$ cat src/rtl/lms_pkg.sv
`default_nettype none
// ============================================================================
// Package     : lms_pkg
// Description : Shared types and sizes for the adaptive ANC datapath
//               (sequencer, FIR and LMS blocks).
// Revision    : 1.0 - initial release
// ============================================================================
package lms_pkg;

    localparam int ARRAY_SIZE = 64;                  // taps / sample-buffer depth
    localparam int ADDR_W     = $clog2(ARRAY_SIZE);  // 6
    localparam int DATA_W     = 16;                  // signed sample width

    typedef enum logic [2:0] {
        IDLE      = 3'd0,
        WRITE     = 3'd1,
        START_FIR = 3'd2,
        WAIT_FIR  = 3'd3,
        START_LMS = 3'd4,
        WAIT_LMS  = 3'd5
    } seq_state_t;

endpackage
`default_nettype wire

$ cat src/rtl/seq_watchdog.sv
`default_nettype none
// ============================================================================
// Module      : seq_watchdog
// Description : Wait-state timeout counter. Cleared on entry to a wait,
//               counts every enabled cycle, flags expiry on the LIMIT-th
//               enabled cycle so the owner can abort on that same cycle.
// Ports       : clk_i     - clock
//               rst_ni    - asynchronous active-low reset
//               clear_i   - zero the counter
//               en_i      - count this cycle (owner is waiting)
//               expired_o - this is the LIMIT-th waiting cycle
// Revision    : 1.0 - initial release
// ============================================================================
module seq_watchdog #(
    parameter int LIMIT = 255
) (
    input  logic clk_i,
    input  logic rst_ni,
    input  logic clear_i,
    input  logic en_i,
    output logic expired_o
);

    localparam int              CNT_W   = $clog2(LIMIT + 1);
    localparam logic [CNT_W-1:0] CNT_MAX = {CNT_W{1'b1}};

    logic [CNT_W-1:0] count_q;
    logic [CNT_W-1:0] count_d;

    // Saturate rather than wrap so a stray enable can never re-arm expiry.
    always_comb begin
        count_d = count_q;
        if (clear_i) begin
            count_d = '0;
        end else if (en_i && (count_q != CNT_MAX)) begin
            count_d = count_q + CNT_W'(1);
        end
    end

    always_ff @(posedge clk_i or negedge rst_ni) begin
        if (!rst_ni) begin
            count_q <= '0;
        end else begin
            count_q <= count_d;
        end
    end

    // count_q holds the number of completed waiting cycles, so LIMIT-1
    // means the current cycle is the LIMIT-th one.
    assign expired_o = en_i && (count_q == CNT_W'(LIMIT - 1));

endmodule
`default_nettype wire

$ cat src/rtl/lms_sequencer.sv
`default_nettype none
// ============================================================================
// Module      : lms_sequencer
// Description : Per-sample scheduler for the adaptive ANC path. Writes each
//               reference sample into the circular buffer, latches the error
//               sample, starts the FIR, then optionally fires one LMS update.
//               Owns the circular write pointer so FIR and LMS share the
//               same newest-sample index.
// Ports       : clk_in, rst_in (async active-low)
//               sample_valid_in/sample_in/error_in/adapt_en_in - new sample
//               clear_flags_in              - clears sticky flags
//               fir_done_in, lms_done_in    - completion from FIR / LMS
//               buf_we_out/buf_addr_out/buf_data_out - sample-buffer write
//               offset_out, error_out       - newest index, latched error
//               fir_start_out, lms_ready_out - 1-cycle start pulses
//               busy_out, overrun_out, timeout_out - status
// Revision    : 1.0 - initial release
// ============================================================================
module lms_sequencer
    import lms_pkg::*;
#(
    parameter int TIMEOUT_CYCLES = 255
) (
    input  logic              clk_in,
    input  logic              rst_in,
    input  logic              sample_valid_in,
    input  logic [DATA_W-1:0] sample_in,
    input  logic [DATA_W-1:0] error_in,
    input  logic              adapt_en_in,
    input  logic              clear_flags_in,
    input  logic              fir_done_in,
    input  logic              lms_done_in,
    output logic              buf_we_out,
    output logic [ADDR_W-1:0] buf_addr_out,
    output logic [DATA_W-1:0] buf_data_out,
    output logic [ADDR_W-1:0] offset_out,
    output logic [DATA_W-1:0] error_out,
    output logic              fir_start_out,
    output logic              lms_ready_out,
    output logic              busy_out,
    output logic              overrun_out,
    output logic              timeout_out
);

    seq_state_t        state_q, state_d;
    logic [ADDR_W-1:0] wr_ptr_q;
    logic [ADDR_W-1:0] offset_q;
    logic [DATA_W-1:0] sample_q;
    logic [DATA_W-1:0] error_q;
    logic              adapt_q;
    logic              overrun_q;
    logic              timeout_q;

    logic wd_clear;
    logic wd_en;
    logic wd_expired;
    logic timeout_set;

    seq_watchdog #(
        .LIMIT (TIMEOUT_CYCLES)
    ) u_watchdog (
        .clk_i     (clk_in),
        .rst_ni    (rst_in),
        .clear_i   (wd_clear),
        .en_i      (wd_en),
        .expired_o (wd_expired)
    );

    // ------------------------------------------------------------------
    // Next-state / strobe decode
    // ------------------------------------------------------------------
    always_comb begin
        state_d     = state_q;
        wd_clear    = 1'b0;
        wd_en       = 1'b0;
        timeout_set = 1'b0;
        case (state_q)
            IDLE: begin
                if (sample_valid_in) state_d = WRITE;
            end
            WRITE: begin
                state_d = START_FIR;
            end
            START_FIR: begin
                wd_clear = 1'b1;
                state_d  = WAIT_FIR;
            end
            WAIT_FIR: begin
                wd_en = 1'b1;
                // A done arriving on the expiry cycle still counts as success.
                if (fir_done_in) begin
                    state_d = adapt_q ? START_LMS : IDLE;
                end else if (wd_expired) begin
                    timeout_set = 1'b1;
                    state_d     = IDLE;
                end
            end
            START_LMS: begin
                wd_clear = 1'b1;
                state_d  = WAIT_LMS;
            end
            WAIT_LMS: begin
                wd_en = 1'b1;
                if (lms_done_in) begin
                    state_d = IDLE;
                end else if (wd_expired) begin
                    timeout_set = 1'b1;
                    state_d     = IDLE;
                end
            end
            default: state_d = IDLE;
        endcase
    end

    // ------------------------------------------------------------------
    // State and datapath registers
    // ------------------------------------------------------------------
    always_ff @(posedge clk_in or negedge rst_in) begin
        if (!rst_in) begin
            state_q   <= IDLE;
            wr_ptr_q  <= '0;
            offset_q  <= '0;
            sample_q  <= '0;
            error_q   <= '0;
            adapt_q   <= 1'b0;
            overrun_q <= 1'b0;
            timeout_q <= 1'b0;
        end else begin
            state_q <= state_d;

            // Only an accepted strobe (in IDLE) updates the latched sample set.
            if ((state_q == IDLE) && sample_valid_in) begin
                sample_q <= sample_in;
                error_q  <= error_in;
                adapt_q  <= adapt_en_in;
            end

            if (state_q == WRITE) begin
                offset_q <= wr_ptr_q;
                wr_ptr_q <= wr_ptr_q + ADDR_W'(1);  // natural wrap 63 -> 0
            end

            // Set has priority over clear on the sticky flags.
            if (sample_valid_in && (state_q != IDLE)) begin
                overrun_q <= 1'b1;
            end else if (clear_flags_in) begin
                overrun_q <= 1'b0;
            end

            if (timeout_set) begin
                timeout_q <= 1'b1;
            end else if (clear_flags_in) begin
                timeout_q <= 1'b0;
            end
        end
    end

    // ------------------------------------------------------------------
    // Outputs (decoded from registered state, so reset forces them low)
    // ------------------------------------------------------------------
    assign buf_we_out    = (state_q == WRITE);
    assign buf_addr_out  = (state_q == WRITE) ? wr_ptr_q : '0;
    assign buf_data_out  = (state_q == WRITE) ? sample_q : '0;
    assign offset_out    = offset_q;
    assign error_out     = error_q;
    assign fir_start_out = (state_q == START_FIR);
    assign lms_ready_out = (state_q == START_LMS);
    assign busy_out      = (state_q != IDLE);
    assign overrun_out   = overrun_q;
    assign timeout_out   = timeout_q;

endmodule
`default_nettype wire

$ cat config.mk
export PLATFORM = sky130hd
export DESIGN_NAME = lms_sequencer
export DESIGN_NICKNAME = d
export VERILOG_FILES = /design/src/rtl/lms_pkg.sv /design/src/rtl/seq_watchdog.sv /design/src/rtl/lms_sequencer.sv
export SDC_FILE = /design/constraint.sdc
export NUM_CORES = 1
export LEC_CHECK = 0
export BUFFER_PORTS_ARGS = -buffer_cell sky130_fd_sc_hd__buf_2
export CORE_MARGIN = 4
export CORE_UTILIZATION = 51
export DETAILED_ROUTE_END_ITERATION = 12
export PLACE_DENSITY_LB_ADDON = 0.08
export SYNTH_ARGS = -nofsm -noshare
export SYNTH_HDL_FRONTEND = slang
export SYNTH_SLANG_ARGS = --single-unit
$ cat constraint.sdc
create_clock -name clk_in -period 1.9 [get_ports clk_in]
set_input_delay 0.095 -clock clk_in [delete_from_list [all_inputs] [get_ports clk_in]]
set_output_delay 0.095 -clock clk_in [all_outputs]
set_load 0.03 [all_outputs]
# Yosys cells after proc, flatten, opt, wreduce, memory -nomap -nowiden
# Cells that the tools add are included.
dict set report word_totals {
  mem_bits_ro 0
  latch_bits 0
  input_bits 39
  elab_cells 49
  memories 0
  reg_bits 58
  ramBits 0
  out_inout_bits 50
}
dict set report op_classes {
  multipliers 0
  reduce_logical 11
  order_cmp 0
  n_div 0
  shifts 0
  bitwise 0
  muxes 19
  addsub 2
  eq_ne 8
}
# op n
set ops {}
lappend ops {{case mux 3 bit (6 select lines)} 1}
lappend ops {{2-to-1 mux 16 bit} 1}
lappend ops {{2-to-1 mux 8 bit} 2}
lappend ops {{2-to-1 mux 3 bit} 5}
lappend ops {{adder 8 x 1 -> 8 bit (second input constant)} 1}
lappend ops {{== test 8 bit (second input constant)} 1}
lappend ops {{2-to-1 mux 1 bit} 8}
lappend ops {{!= test 8 bit (second input constant)} 1}
lappend ops {{adder 6 x 1 -> 6 bit (second input constant)} 1}
lappend ops {{== test 3 x 2 -> 1 bit (second input constant)} 2}
lappend ops {{== test 3 bit (second input constant)} 2}
lappend ops {{2-to-1 mux 6 bit} 1}
lappend ops {{nonzero test 2 bit} 3}
lappend ops {{logical AND 1 bit} 4}
lappend ops {{OR reduction 2 bit} 2}
lappend ops {{== test 3 x 1 -> 1 bit (second input constant)} 1}
lappend ops {{zero test 3 bit} 1}
lappend ops {{nonzero test 3 bit} 1}
lappend ops {{!= test 2 bit (second input constant)} 1}
lappend ops {{case mux 1 bit (2 select lines)} 1}

# Logic depth before layout (Yosys ltp)
dict set report depth {
  depth_word 8
  depth_mapped 6
  ltp_nobuf 6
}

# Modules after synthesis
# From an unflattened synthesis, not the netlist that was laid out.
dict set report hier_totals {
  hier_cells 211
  hier_area_um2 2816.5
}
# mod seq_area_each_um2 cells_per_inst n_inst area_each_um2
set modules_own_cells {}
lappend modules_own_cells {lms_sequencer 1251.2 160 1 2316.0}
lappend modules_own_cells {seq_watchdog 200.2 51 1 500.5}

# Worst setup path after synthesis
# Ideal clock, no wire load.
dict set report synth_path {
  path_type {register to register}
  from {register state_q[2]}
  to {register adapt_q}
  t_arrival_ns 1.603
  setup_slack_ns 0.172
  path_stages_with_launch 6
  synth_period_minus_slack_ns 1.728
  setup_time_ns 0.125
  required_ns 1.775
  path_buffers 2
  cell_sequence {dfrtp_1 buf_6 or3_4 nor2_8 buf_12 mux2_4}
}
dict set report synth_via {
  elab_chain_cells 2
}
# item line
set synth_rtl {}
lappend synth_rtl {{start, declared} lms_sequencer.sv:45} ;# seq_state_t state_q, state_d;
lappend synth_rtl {{start signal, assigned} lms_sequencer.sv:129} ;# state_q <= state_d;
lappend synth_rtl {{zero test 3 bit} lms_sequencer.sv:132} ;# if ((state_q == IDLE) && sample_valid_in) begin
lappend synth_rtl {{logical AND 1 bit} lms_sequencer.sv:132}
lappend synth_rtl {{end signal, assigned} lms_sequencer.sv:135} ;# adapt_q <= adapt_en_in;
lappend synth_rtl {{end, declared} lms_sequencer.sv:50} ;# logic adapt_q;
# No other way between the ends.
# A chain may end at the register's enable or synchronous reset.

# Worst setup path after layout
dict set report layout_path {
  from {register state_q[1]}
  to {output buf_addr_out[1]}
}
dict set report layout_via {
  elab_chain_cells 2
}
# item line
set layout_rtl {}
lappend layout_rtl {{== test 3 x 1 -> 1 bit} lms_sequencer.sv:162} ;# assign buf_addr_out = (state_q == WRITE) ? wr_ptr_q : '0;
lappend layout_rtl {{2-to-1 mux 6 bit} lms_sequencer.sv:162}
lappend layout_rtl {{end, declared} lms_sequencer.sv:34} ;# output logic [ADDR_W-1:0] buf_addr_out,
# No other way between the ends.

==> metrics.md <==
| Metric | Value |
|---|---|
| Status | complete, no violations |
| Critical path cell sequence | buf_4 > nor3b_4 > buf_6 > clkbuf_16 > and2_1 > clkbuf_4 |
| Total clock buffers created by CTS | 9 |
| CP endpoint | buf_addr_out[1] |
| Area of the multi-input gates | around 1200 sq um |
| Vias in the first global route | around 2,100 |
| Netlist cell types | 39 |
| Slew @ Worst Pin | between 0.7 and 0.8 ns |
| Routed Wire Length | approximately 6500 microns |
| HPWL after DPL | about 3700 microns |
| ANT nets after route | 0 |
| Global-route wire length before repair | 10,100 microns |
| Synthesized area | 2790 sq um |
| Setup tns final | 0 ns |
| Fin nets | roughly 380 |
| CP required | roughly 1.8 ns |
| Crit Path Max Fanout | 16 |
| Depth of the most critical reg-to-reg path | 5 |
| Routed vias | 2,060 |
| DRC viols | 0 |
| WS Path Type | reg2out |
| Slowest cell delay on critical path | between 0.3 and 0.4 ns |
| CTS H-tree lvls | 3 |
| Area leader, netlist | dfrtp_1 |
| DRT iter0 DRCs | 88 |
| Root Driver | clkbuf_8 |
| Rows | 26 |
| Synth top area cells | dfrtp_1, mux2_4, and2_1 |
| Worst Setup End Kind | output pin |
| Ports | 89 |
| Synth warn | 0 |
| Setup crit start kind | register |
| PortBufs | slightly below 90 |
| Gate Count Post-Synth | slightly above 200 |
| Clk Latency, worst-skew pair | 0.33 ns |
| First-pass DRT Iterations | 4 |
| Top cell type's share of synthesized area | 0.520 |
| Initial Utilization | 0.536 |
| Mapped Avg Cell Area | 13.5 sq um |
| Slew Limit Headroom | 0.512 |
| GP Congestion | 0.775 |
| Clock sink total | 58 |
| Synthesis-to-layout area growth | 41.1% |
| Post-DR vias/cell | approximately 5 |
| CTS tree | yes |
| Final critical-path required period | 1.82 ns |
| Die Footprint | between 6000 and 7000 sq um |
| Pwr Density | between 1500 and 2000 nW/um^2 |
| R2R Path Start | state_q[2]$_DFFE_PN0P_ |
| Register Area | approximately 1500 sq um |
| Worst reg2reg endpoint | u_watchdog.count_q[5]$_DFFE_PN0P_ |
| Overall Global Routing Usage | 0.205 |
| Commonest non-fill, non-tap cell in the layout | buf_2 |
| Slew Limit Fails | 0 |
| Clock-pin slew of the registers on the worst-case setup and hold paths | ~0.060 ns |
| MaxCap Viol Count | 0 |
| CP bufs+invs | 4 |
| Deepest clock path buffer count | 2 |
| Period Utilization, post-route | 0.959 |
| Crit path max-delay family | buffers and inverters |
| Initial antenna violation count | 0 |
| Routed WL per cell | approximately 16 microns |
| Critical path origin | state_q[1]$_DFFE_PN0P_ |
| Hold Fails Final Rpt | 0 |
| CP arrival | 1.73 ns |
| Tot Pwr | 0.00650 W |
| Clk_skew | between 0.007 and 0.008 ns |
| Die H | roughly 80 microns |
| Number of synthesized register bits | just under 60 |
| Most frequent cells in the layout | buf_2, dfrtp_1, dlygate4sd3_1, mux2_4, and2_1 |
| Layout cell share with drive strength beyond 1 | 0.460 |
| Number of synthesized flops with an enable pin | 0 |
| Post-synth ARST share | 1.00 |
| Design area | 3940 sq um |
| Pleak | about 2.0 nW |
| Flop-to-flop setup slack | 0.18 ns |
| Core Region | between 5000 and 6000 sq um |
| FMAX | approximately 550 MHz |
| Final setup viols | 0 |
| Worst VDD drop | 1.14 mV |
| Largest net degree at the start of global routing | roughly 60 |
| Hold crit path type | in2reg |
| Register area share after synthesis | 0.520 |
| WP depth | 6 |
| Fill cells | approximately 340 |
| Critical path's slowest cell | dfrtp_1 |
| Die Wd | slightly above 80 microns |
| Main flop type after synthesis | dfrtp_1 |
| Diode count | 0 |
| Congestion Overflow GR | 0 |
| Post-Syn Nets | approximately 250 |
| Placement Cell Area | roughly 3300 sq um |
-- cell usage after synthesis (2+ instances only) --
cell,n
a21oi_1,2
and2_1,22
and3_1,3
buf_12,3
clkbuf_1,3
dfrtp_1,58
ha_1,3
inv_1,4
mux2_2,10
mux2_4,30
mux2i_1,4
nand2_1,11
nand2b_1,3
nand3_1,6
nand4_1,2
nor2_1,4
nor3_1,5
nor3b_1,3
o211a_1,2
o21ai_0,5
o41ai_1,2
or2_2,2
xnor2_1,4
-- how the worst min path moves through the flow --
stage                       from                      end  cells after the start
detailed placement        rst_in  sample_q[3]$_DFFE_PN0P_                      2
floorplan                 rst_in      adapt_q$_DFFE_PN0P_                      0
CTS                 sample_in[7]  sample_q[7]$_DFFE_PN0P_                      2
global placement          rst_in  sample_q[5]$_DFFE_PN0P_                      2
global route        sample_in[7]  sample_q[7]$_DFFE_PN0P_                      2
finish              sample_in[7]  sample_q[7]$_DFFE_PN0P_                      2
-- through the flow --
stage	hold slack (ns)	worst slack (ns)	cells	util
2_1_floorplan	-0.201	0.172	207	-
6_report	0.0268	0.0778	416	0.756
4_1_cts	0.00230	0.00965	413	0.740
5_1_grt	0.00350	-0.00662	416	0.756
3_5_place_dp	0.285	0.267	364	0.636
3_3_place_gp	0.284	0.319	364	0.636
-- sequential cells by signal, indices dropped and copies added (netlist names) --
register and flops:
error_out 16, sample_q 16, overrun_out 1, adapt_q 1, timeout_out 1, offset_out 6
u_watchdog.count_q 8, wr_ptr_q 6, state_q 3
-- cell families after synthesis --
logic type	count (synthesis)	share of synthesized area
compound gates	15	0.0386
xor+xnor	6	0.0256
fa+ha+maj	3	0.0135
buf+inv	13	0.0395
flops	58	0.520
mux	44	0.216
simple gates	68	0.147
-- metal layers --
| layer | share of wire | GRT usage | vias to the layer above |
|---|---|---|---|
| li1 | - | - | 994 |
| met1 | 0.43 | 0.256 | 993 |
| met2 | 0.49 | 0.326 | 65 |
| met3 | 0.064 | 0.0647 | 8 |
| met4 | 0.014 | 0.0914 | 0 |
| met5 | 0 | 0 | - |
-- repair_timing --
| item | 4_1_cts | 5_1_grt |
|---|---|---|
| buffers inserted | 0 | 1 |
| hold endpoints to repair | 91 | 0 |
| endpoints found under the setup margin | 0 | 1 |
| hold buffers | 34 | 0 |
| resized for setup | 0 | 9 |
-- final cells by class --
| cell class | count | share of cell area |
|---|---|---|
| sequential | 58 | 0.369 |
| clock inverter | 2 | 0.00890 |
| inverter | 4 | 0.00381 |
| clock buffer | 13 | 0.0429 |
| timing repair buffer | 133 | 0.240 |
| tap | 70 | 0.0223 |
| multi-input combinational | 136 | 0.314 |
-- worst register-to-register path: cells and delay by family, from the launching register on --
kind	cells	cell delay [ns]
simple gates	1	0.22
flops	1	0.37
buf+inv	1	0.18
xor+xnor	1	0.24
compound gates	2	0.57
-- power breakdown --
| part | switching [W] | leakage [nW] | internal (W) |
|---|---|---|---|
| clock | 0.000455 | 0.106 | 0.000704 |
| combinational | 0.00173 | 1.15 | 0.00150 |
| sequential | 0.000342 | 0.715 | 0.00177 |
| total | 0.00253 | 1.97 | 0.00397 |
Power figures use the tool's default switching activity.
